### src/rtl/lot_counter.sv
// Parking-lot occupancy counter: synchronises a two-beam gate sensor, decodes
// entry/exit direction, keeps a saturating count and drives four 7-seg digits.
module lot_counter #(
  parameter int CAPACITY    = 25,
  parameter int SYNC_STAGES = 2,
  localparam int CW         = $clog2(CAPACITY + 1)
) (
  input  logic          clk,
  input  logic          reset,
  input  logic          sensor_a,
  input  logic          sensor_b,
  output logic [CW-1:0] count,
  output logic          full,
  output logic          empty,
  output logic          enter,
  output logic          exit,
  output logic          err,
  output logic [6:0]    hx0,
  output logic [6:0]    hx1,
  output logic [6:0]    hx2,
  output logic [6:0]    hx3
);

  localparam logic [CW-1:0] CAP_W = CW'(CAPACITY);
  localparam logic [6:0]    BLANK = 7'b1111111;

  typedef enum logic [2:0] {
    ST_IDLE, ST_IN1, ST_IN2, ST_IN3, ST_OUT1, ST_OUT2, ST_OUT3, ST_WAIT
  } state_t;

  state_t state;

  logic [SYNC_STAGES-1:0] sync_a;
  logic [SYNC_STAGES-1:0] sync_b;
  logic [1:0]             ab;

  always_ff @(posedge clk or posedge reset) begin
    if (reset) begin
      sync_a <= '0;
      sync_b <= '0;
    end else begin
      sync_a <= {sync_a[SYNC_STAGES-2:0], sensor_a};
      sync_b <= {sync_b[SYNC_STAGES-2:0], sensor_b};
    end
  end

  assign ab = {sync_a[SYNC_STAGES-1], sync_b[SYNC_STAGES-1]};

  // Valid/ready does not apply here: enter/exit are single-cycle event strobes
  // registered on the same edge that commits the count change.
  always_ff @(posedge clk or posedge reset) begin
    if (reset) begin
      state <= ST_IDLE;
      count <= '0;
      enter <= 1'b0;
      exit  <= 1'b0;
      err   <= 1'b0;
    end else begin
      enter <= 1'b0;
      exit  <= 1'b0;
      case (state)
        ST_IDLE:
          case (ab)
            2'b10:   state <= ST_IN1;
            2'b01:   state <= ST_OUT1;
            2'b11:   state <= ST_WAIT;
            default: state <= ST_IDLE;
          endcase
        ST_IN1:
          case (ab)
            2'b11:   state <= ST_IN2;
            2'b00:   state <= ST_IDLE;
            2'b10:   state <= ST_IN1;
            default: state <= ST_WAIT;
          endcase
        ST_IN2:
          case (ab)
            2'b01:   state <= ST_IN3;
            2'b10:   state <= ST_IN1;
            2'b11:   state <= ST_IN2;
            default: state <= ST_WAIT;
          endcase
        ST_IN3:
          case (ab)
            2'b00: begin
              state <= ST_IDLE;
              enter <= 1'b1;
              if (count < CAP_W) count <= count + CW'(1);
              else               err   <= 1'b1;
            end
            2'b11:   state <= ST_IN2;
            2'b01:   state <= ST_IN3;
            default: state <= ST_WAIT;
          endcase
        ST_OUT1:
          case (ab)
            2'b11:   state <= ST_OUT2;
            2'b00:   state <= ST_IDLE;
            2'b01:   state <= ST_OUT1;
            default: state <= ST_WAIT;
          endcase
        ST_OUT2:
          case (ab)
            2'b10:   state <= ST_OUT3;
            2'b01:   state <= ST_OUT1;
            2'b11:   state <= ST_OUT2;
            default: state <= ST_WAIT;
          endcase
        ST_OUT3:
          case (ab)
            2'b00: begin
              state <= ST_IDLE;
              exit  <= 1'b1;
              if (count != '0) count <= count - CW'(1);
              else             err   <= 1'b1;
            end
            2'b11:   state <= ST_OUT2;
            2'b10:   state <= ST_OUT3;
            default: state <= ST_WAIT;
          endcase
        ST_WAIT:
          if (ab == 2'b00) state <= ST_IDLE;
        default: state <= ST_IDLE;
      endcase
    end
  end

  assign full  = (count == CAP_W);
  assign empty = (count == '0);

  function automatic logic [6:0] seg7(input logic [3:0] d);
    case (d)
      4'd0:    seg7 = 7'b1000000;
      4'd1:    seg7 = 7'b1111001;
      4'd2:    seg7 = 7'b0100100;
      4'd3:    seg7 = 7'b0110000;
      4'd4:    seg7 = 7'b0011001;
      4'd5:    seg7 = 7'b0010010;
      4'd6:    seg7 = 7'b0000010;
      4'd7:    seg7 = 7'b1111000;
      4'd8:    seg7 = 7'b0000000;
      4'd9:    seg7 = 7'b0010000;
      default: seg7 = BLANK;
    endcase
  endfunction

  logic [6:0] rem;
  logic [3:0] ones;
  logic [3:0] tens;

  // Remaining spots are derived from the registered count only, so the
  // display changes once per clock and never shows intermediate values.
  always_comb begin
    rem  = 7'(CAPACITY) - 7'(count);
    ones = 4'(rem % 7'd10);
    tens = 4'(rem / 7'd10);
    if (full) begin
      hx3 = 7'b0001110;
      hx2 = 7'b1000001;
      hx1 = 7'b1000111;
      hx0 = 7'b1000111;
    end else begin
      hx3 = BLANK;
      hx2 = BLANK;
      hx1 = (rem < 7'd10) ? BLANK : seg7(tens);
      hx0 = seg7(ones);
    end
  end

endmodule

### config.mk
export PLATFORM = sky130hd
export DESIGN_NAME = lot_counter
export DESIGN_NICKNAME = d
export VERILOG_FILES = /design/src/rtl/lot_counter.sv
export SDC_FILE = /design/constraint.sdc
export NUM_CORES = 1
export LEC_CHECK = 0
export CAP_MARGIN = 20
export CORE_MARGIN = 2
export CORE_UTILIZATION = 47
export CTS_CLUSTER_DIAMETER = 60
export DETAILED_ROUTE_END_ITERATION = 8
export HOLD_SLACK_MARGIN = 0.02
export PLACE_DENSITY = 0.77
export SLEW_MARGIN = 15
export SYNTH_ARGS = -nofsm -noshare
export SYNTH_HDL_FRONTEND = slang
export SYNTH_SLANG_ARGS = --single-unit
### constraint.sdc
create_clock -name clk -period 5.05 [get_ports clk]
set_clock_uncertainty 0.15 [all_clocks]
set_input_delay 0.505 -clock clk [delete_from_list [all_inputs] [get_ports clk]]
set_output_delay 0.505 -clock clk [all_outputs]
set_load 0.01 [all_outputs]
==> run metrics, run 1 <==
row count 23; post-DP HPWL 3680 um; number of flops mapped to enable cells by yosys 0; top post-synthesis cells by count ha_1 (27), nor2_1 (22), nand2_1 (19); core area 0.00406 mm^2; Post-synth top flop dfrtp_1; later-pin clock latency in the skew report 240 ps; CTS sink count 15; crit start category flip-flop; crit end category output port; r2r startpoint count[1]$_DFFE_PP0P_; crit-path max FO 6; sequential share of the synthesized area 18.8%; Synth cell types 57; synthesized area per cell 8.02 um^2; post-cts hold buffer count 0; max-cap violation count 0; TritonCTS Buffers 3; # DRC 0; num ports 42; share of the synthesized area in the top cell type 18.8%; Setup Crit Path Kind flip-flop to output port; HP Class flip-flop to flip-flop; Layout Nets 332; setup violators final 0; Area Overhead vs Synth 34.1%; WP data arrival 4250 ps; R2R cell count 10; Yosys reg bits 15; vias in the first global route 1,668; drt via density 5.37; Reg clk slew, reported paths 50 ps; synth warn 0; largest net degree at the start of global routing 18; All-Layer GR Usage 19.1%; Hold Path Origin sync_a[0]$_DFF_PP0_; die area 0.00479 mm^2; Post-Syn Area 0.00200 mm^2; antenna violations before repair 0; via count 1,875; Synth area leaders dfrtp_1 (19%), ha_1 (17%), buf_4 (5.6%), a21oi_1 (4.3%), nor2_1 (4.1%); count leader, synth ha_1; placer congestion estimate 0.889; WL met3 293 um; final hold violation count 0; RSZ-0062 raised after global routing true; DR top layer met4; WL/cell 13.8 um; hold depth 0; H-tree depth 1; die width 69.2 um; Clock Path Buffers 2; Synth Instances 249; max_slew headroom 61.1%; Final ANT Viol Nets 0; share of layout cells above drive strength 1 25.4%; met2 wire len 2480 um; Starting Density 49.2%; Final Cycle Share 97.2%; final slew viol count 0; Critical Path RT 4390 ps; Root Driver clkbuf_8; Yosys top cell by area dfrtp_1; DRT iter0 DRCs 74; grt total ovfl 0; M1 WL 2050 um; drt first pass iters 4; Fin Hold WS 197 ps; first-pass GRT wire length 7740 um; fmax 204 MHz; status completed; Antenna diodes 0; I/O Buffers 36; Die Span Y 69.2 um; TritonCTS clock tree done; Tmin final 4910 ps; Crit. Startpoint count[1]$_DFFE_PP0P_; ys async rst share 100%; Worst Tran Pin Value 579 ps; wirelength, routed 4830 um
==> kinds of logic after synthesis <==
logic type,count (synthesis),share of synthesized area (%)
simple gates,79,20.5
compound gates,64,21.1
flops,15,18.8
buf+inv,46,12.8
other cells,1,0.188
mux,8,4.82
fa+ha+maj,28,17.9
xor+xnor,8,3.88
==> per-layer routing <==
| layer | vias to the layer above | global-route usage (%) |
|---|---|---|
| met3 | 2 | 3.78 |
| met1 | 860 | 25.9 |
| met5 | - | 0 |
| li1 | 947 | - |
| met2 | 66 | 32.6 |
| met4 | 0 | 2.18 |
==> worst max-delay path, cell delays in order, from the launching register on <==
cell	delay (ps)
dfrtp_1	390
clkinvlp_4	130
ha_4	170
and3b_2	270
clkinv_4	60
ha_4	290
nand2_4	70
or3_4	440
buf_4	160
or2_2	280
a21oi_1	270
nor3_2	120
nand2b_4	100
inv_4	50
xnor2_4	150
inv_2	60
ha_1	190
or3_1	360
mux2_2	270
o21ai_2	50
buf_2	140
==> path summary, 6_finish.rpt <==
check / end / slack [ps]
min in group asynchronous: state[2]$_DFFE_PP0P_ / 470
min: sync_a[1]$_DFF_PP0_ / 200
max: hx0[5] / 140
max in group asynchronous: sync_a[1]$_DFF_PP0_ / 3900
min reg2reg: sync_a[1]$_DFF_PP0_ / 200
max reg2reg: count[3]$_DFFE_PP0P_ / 2080
==> what timing repair did <==
| action | 4_1_cts | 5_1_grt |
|---|---|---|
| pin swaps | 1 | 4 |
| hold endpoints to repair | 0 | 0 |
| setup buffers | 1 | 4 |
| resized for setup | 11 | 21 |
| endpoints found under the setup margin | 8 | 9 |
==> registers in the layout, indices dropped and copies added (netlist names) <==
signal and cells:
count 5, err 1, sync_a 2, state 3, exit 1, enter 1
sync_b 2
==> final cells by class <==
cell class | count | area, um^2
sequential | 15 | 375
fill | 349 | 1380
inverter | 20 | 86.3
clock buffer | 4 | 45.0
tap | 50 | 62.6
timing repair buffer | 68 | 598
multi-input combinational | 192 | 1510
==> per-stage QoR <==
step           cell area, um^2  setup slack (ps)  utilization, %  cells  TNS [ps]
4_1_cts                   2600              11.1            64.0    345         0
2_1_floorplan             2080              29.1               -    253         0
3_3_place_gp              2520             -5.35            62.2    340     -5.35
3_5_place_dp              2520              -105            62.2    340      -105
5_1_grt                   2680             -35.6            66.0    349     -35.6
6_report                  2680               143            66.0    349         0
==> cells in the final DEF, fill, tap and decap left out, types with 3 or more instances in the layout <==
master	count
a21o_1	3
a21oi_1	16
a31oi_1	7
buf_4	32
clkbuf_8	3
clkdlybuf4s50_1	28
conb_1	5
dfrtp_1	15
dlymetal6s2s_1	4
ha_1	23
inv_1	15
mux2_2	3
mux2i_1	3
nand2_1	16
nand3_1	6
nor2_1	22
nor2b_1	3
nor3_1	3
o21ai_0	11
o21ai_2	4
o31ai_1	3
or2_2	3
or3_1	4
xnor2_1	6
Power of run 1 is not shown: default switching activity piles up to over one toggle a cycle in this logic, so the estimate is an artifact.
==> inputs of run 2 (changes only) <==
Settings changed: CORE_MARGIN 2 to 8, RECOVER_POWER from default to 50, REMOVE_ABC_BUFFERS from default to 1.
==> run metrics, run 2 (synthesized netlist as in run 1, its figures left out) <==
Setup Crit Path Kind flip-flop to output port; post-cts hold buffer count 0; num ports 42; die area 0.00659 mm^2; final core occ 63.1%; Critical Path RT 4390 ps; setup violators final 0; vias in the first global route 1,776; drt via density 5.43; HP Class flip-flop to flip-flop; # DRC 0; commonest non-fill, non-tap cells in the layout ha_1 (25), buf_4 (25), nor2_1 (22); crit end category output port; crit path to hx0[5]; All-Layer GR Usage 14.5%; core area 0.00406 mm^2; Worst Tran Pin Value 629 ps; final slew viol count 0; wirelength, routed 4750 um; Post-Layout Cell Count 343; Reg clk slew, reported paths 70 ps; later-pin clock latency in the skew report 250 ps; dpl cells 338; WL/cell 13.9 um; Area Overhead vs Synth 28.2%; R2R cell count 9; crit start category flip-flop; H-tree depth 1; Layout Nets 326; fmax 209 MHz; Crit. Startpoint count[2]$_DFFE_PP0P_; WP data arrival 4130 ps; final hold violation count 0; Post-Layout Inst Area 0.00256 mm^2; flop-to-flop setup slack 1940 ps; Tmin final 4790 ps; Starting Density 49.2%; max_slew headroom 57.9%; max-cap violation count 0; drt first pass iters 4; crit-path max FO 4; TritonCTS clock tree done; via count 1,863; Most flops, register count; post-DP HPWL 3710 um; sum of negative setup slack 0 ps; r2r startpoint count[1]$_DFFE_PP0P_; Final Cycle Share 94.8%; Root Driver clkbuf_8; first-pass GRT wire length 7940 um; antenna violations before repair 0; row count 23; Top Registers count: 5 flops, state: 3 flops; die width 81.2 um; hold depth 0; I/O Buffers 36; TritonCTS Buffers 3; largest net degree at the start of global routing 18; Die Span Y 81.2 um; max reg flops 5; share of layout cells above drive strength 1 20.5%; Antenna diodes 0; placer congestion estimate 0.890; Clock Path Buffers 2; grt total ovfl 0; RSZ-0062 raised after global routing false; Final ANT Viol Nets 0; reg-to-reg critical path endpoint count[3]$_DFFE_PP0P_; CTS sink count 15; cell area after placement 0.00244 mm^2; status completed; DRT iter0 DRCs 190
==> run 2: changes by cell type in the layout (fill, tap and decap cells not counted), sizes merged <==
cell and change:
clkinvlp -1, dlygate4sd2 +2, clkdlybuf4s50 -10, buf -6, dlygate4sd3 +10, clkbuf -1, dlymetal6s2s -2, inv +2
==> run 2: routing by layer <==
metal  vias up  track usage [%]  wire length (um)
met2        67             25.1              2200
li1        942                -                 -
met4         0             4.46                78
met3        11             1.99               374
met5         -                0                 0
met1       843             18.0              2090
==> run 2: layout make-up <==
class,count,area [um^2]
tap,50,62.6
multi-input combinational,192,1450
clock inverter,1,5.00
inverter,20,77.6
fill,346,1500
sequential,15,375
timing repair buffer,62,549
clock buffer,3,41.3
==> run 2: what timing repair did <==
item | in CTS | in global routing
pin swaps | 2 | 3
setup buffers | 0 | 1
gates resized for setup | 15 | 16
endpoints found under the setup margin | 8 | 9
==> run 2: critical path: stages (launching register included) <==
cell	delay, ps
dfrtp_1	340
inv_1	50
buf_4	140
nand2_1	80
nand2_1	80
xnor2_2	180
ha_4	180
o41ai_1	460
a21oi_1	190
buf_4	190
o311ai_1	320
nor2b_1	230
nand2b_4	170
inv_4	40
xnor2_2	120
inv_1	80
ha_1	190
or3_1	360
mux2_2	270
o21ai_1	60
buf_2	150
==> run 2: per-stage QoR <==
step | worst slack, ps | hold WS, ps
global route | 1.72 | 210
finish | 261 | 203
CTS | 6.74 | 205
detailed placement | -49.6 | 190
floorplan | -519 | 181
global placement | 49.6 | 187
==> run 2: worst min-delay path by stage <==
stage / start / to / slack [ps]
detailed placement: sync_a[0]$_DFF_PP0_ / sync_a[1]$_DFF_PP0_ / 190
finish: sync_a[0]$_DFF_PP0_ / sync_a[1]$_DFF_PP0_ / 200
floorplan: sync_a[0]$_DFF_PP0_ / sync_a[1]$_DFF_PP0_ / 180
CTS: sync_a[0]$_DFF_PP0_ / sync_a[1]$_DFF_PP0_ / 200
global route: sync_a[0]$_DFF_PP0_ / sync_a[1]$_DFF_PP0_ / 210
global placement: sync_b[0]$_DFF_PP0_ / sync_b[1]$_DFF_PP0_ / 190
Power of run 2 is left out for the same reason.
==> inputs of run 3 (changes only) <==
Settings changed: ABC_AREA from default to 1.
==> run metrics, run 3 <==
status completed; H-tree depth 1; adder-cell share of the synthesized area 17.5%; drt first pass iters 4; row count 24; Synth Area in XOR/XNOR 3.44%; HP Class flip-flop to flip-flop; share of layout cells above drive strength 1 17.4%; Setup Crit Path Kind flip-flop to output port; antenna violations before repair 0; number of flops mapped to enable cells by yosys 0; area of the multi-input gates 0.00144 mm^2; largest net degree at the start of global routing 16; crit-path max FO 9; Tmin final 4820 ps; ys async rst share 100%; num ports 42; Layout Nets 343; Root Driver clkbuf_8; DRT iter0 DRCs 96; max-cap violation count 0; setup violators final 0; Post-Syn Area 0.00204 mm^2; I/O Buffers 36; count leader, synth nand2_1; dpl ws 57.8 ps; sum of negative setup slack 0 ps; final core occ 58.9%; later-pin clock latency in the skew report 250 ps; Starting Density 47.8%; max_slew headroom 31.9%; WL/cell 12.3 um; Final Cycle Share 95.4%; Post-Layout Inst Area 0.00251 mm^2; Compound-Gate Fraction of Synth Area 9.82%; vias in the first global route 1,753; fmax 208 MHz; Reg area 378 um^2; drt via density 5.16; Worst Tran Pin Value 1010 ps; Synth Instances 277; dominant delay contributor by cell family on the critical path simple AND/OR/NAND/NOR gates; Area Overhead vs Synth 23.2%; Synth area leaders dfrtp_1 (18%), ha_1 (17%), nand2_1 (8.7%), inv_1 (6.6%), buf_4 (5.2%); Crit path largest cell delay 530 ps; Most flops, register count; Crit-path slowest cell clkdlybuf4s50_1; # DRC 0; post-cts hold buffer count 0; top post-synthesis cells by count nand2_1 (47), inv_1 (36), ha_1 (27); Reg clk slew, reported paths 60 ps; Synth cell types 39; final setup slack of the worst path 234 ps; share of the synthesized area in the top cell type 18.4%; Clock Path Buffers 2; Final ANT Viol Nets 0; Yosys top cell by area dfrtp_1; final hold violation count 0; final slew viol count 0; die area 0.00670 mm^2; die width 81.9 um; Die Span Y 81.9 um; largest family of logic cells by synthesized area simple AND/OR/NAND/NOR gates; RSZ-0062 raised after global routing false; crit path cell chain inv_4 > ha_2 > nor2_4 > inv_4 > ha_4 > nand2_1 > nand2_4 > nand3_2 > nand3_4 > nand4_1 > nand2_1 > inv_2 > ha_1 > inv_1 > nand3_4 > nand3_4 > nand2_2 > nand2_4 > inv_2 > ha_1 > nand3_1 > nand2_1 > clkdlybuf4s50_1; Top Registers count: 5 flops, state: 3 flops; synthesized area per cell 7.36 um^2; placer congestion estimate 0.896; TritonCTS clock tree done; All-Layer GR Usage 13.5%; Layout fillers 373; via count 1,868; Yosys reg bits 15; core area 0.00426 mm^2; mux share of post-synthesis cell area 0%; crit start category flip-flop; crit end category output port; max reg flops 5; synth warn 0; Post-synth top flop dfrtp_1; post-DP HPWL 3550 um; Buf+Inv Stages, Crit Path 6; CTS sink count 15; commonest non-fill, non-tap cell in the layout nand2_1; first-pass GRT wire length 7450 um; grt total ovfl 0; TritonCTS Buffers 3; WP data arrival 4160 ps; Critical Path RT 4390 ps; cell area after placement 0.00237 mm^2; Antenna diodes 0; sequential share of the synthesized area 18.4%; commonest non-fill, non-tap cells in the layout nand2_1 (45), inv_1 (35), ha_1 (25); simple-gate area share of the yosys netlist 36.6%; wirelength, routed 4450 um
## run 3: cell types whose count changed in the layout (fill, tap and decap cells not counted), sizes merged, moves of 8 or more
| cell | before | now |
|---|---|---|
| buf | 27 | 5 |
| inv | 19 | 43 |
| nand2 | 19 | 62 |
| nand3 | 6 | 24 |
| nand4 | 2 | 10 |
## run 3: area by class of cell
class	count	area share (%)
flip-flops and latches	15	15.0
repair buffers	41	16.1
inverters	45	6.97
clock buffers	3	1.64
multi-input cells	205	57.5
well taps	52	2.59
clock inverters	1	0.199
## run 3: path summary, 6_finish.rpt
| check | cells after the start | slack [ps] | startpoint | to |
|---|---|---|---|---|
| hold reg to reg | 0 | 200 | sync_a[0]$_DFF_PP0_ | sync_a[1]$_DFF_PP0_ |
| max in group asynchronous | 2 | 3760 | reset | count[3]$_DFFE_PP0P_ |
| min in group asynchronous | 2 | 580 | reset | sync_b[1]$_DFF_PP0_ |
| hold / removal | 0 | 200 | sync_a[0]$_DFF_PP0_ | sync_a[1]$_DFF_PP0_ |
| setup / recovery | 23 | 230 | count[1]$_DFFE_PP0P_ | hx0[1] |
| setup reg to reg | 10 | 1920 | count[1]$_DFFE_PP0P_ | count[4]$_DFFE_PP0P_ |
## run 3: logic make-up (layout without fill, tap and decap cells)
group           count (synthesis)  in the layout
compound gates                 34             34
xor+xnor                        8              8
fa+ha+maj                      28             28
buf+inv                        61             90
flops                          15             15
other cells                     1              5
simple gates                  130            130
## run 3: metrics by stage
step	hold WS (ps)	instances
floorplan	181	265
global placement	186	354
detailed placement	189	354
CTS	203	359
global route	215	362
finish	203	362
## run 3: layer usage
metal  vias to the layer above  GRT usage (%)  wire, um
li1                        942              -         -
met1                       861           16.2      1960
met2                        61           23.7      2140
met3                         4           2.63       337
met4                         0           3.68        24
met5                         -              0         0
## run 3: repair_timing
item	in CTS	in global routing
gates resized for setup	5	12
pin swaps	0	2
setup buffers	1	3
setup endpoints to repair	5	10
Power of run 3 is left out for the same reason.
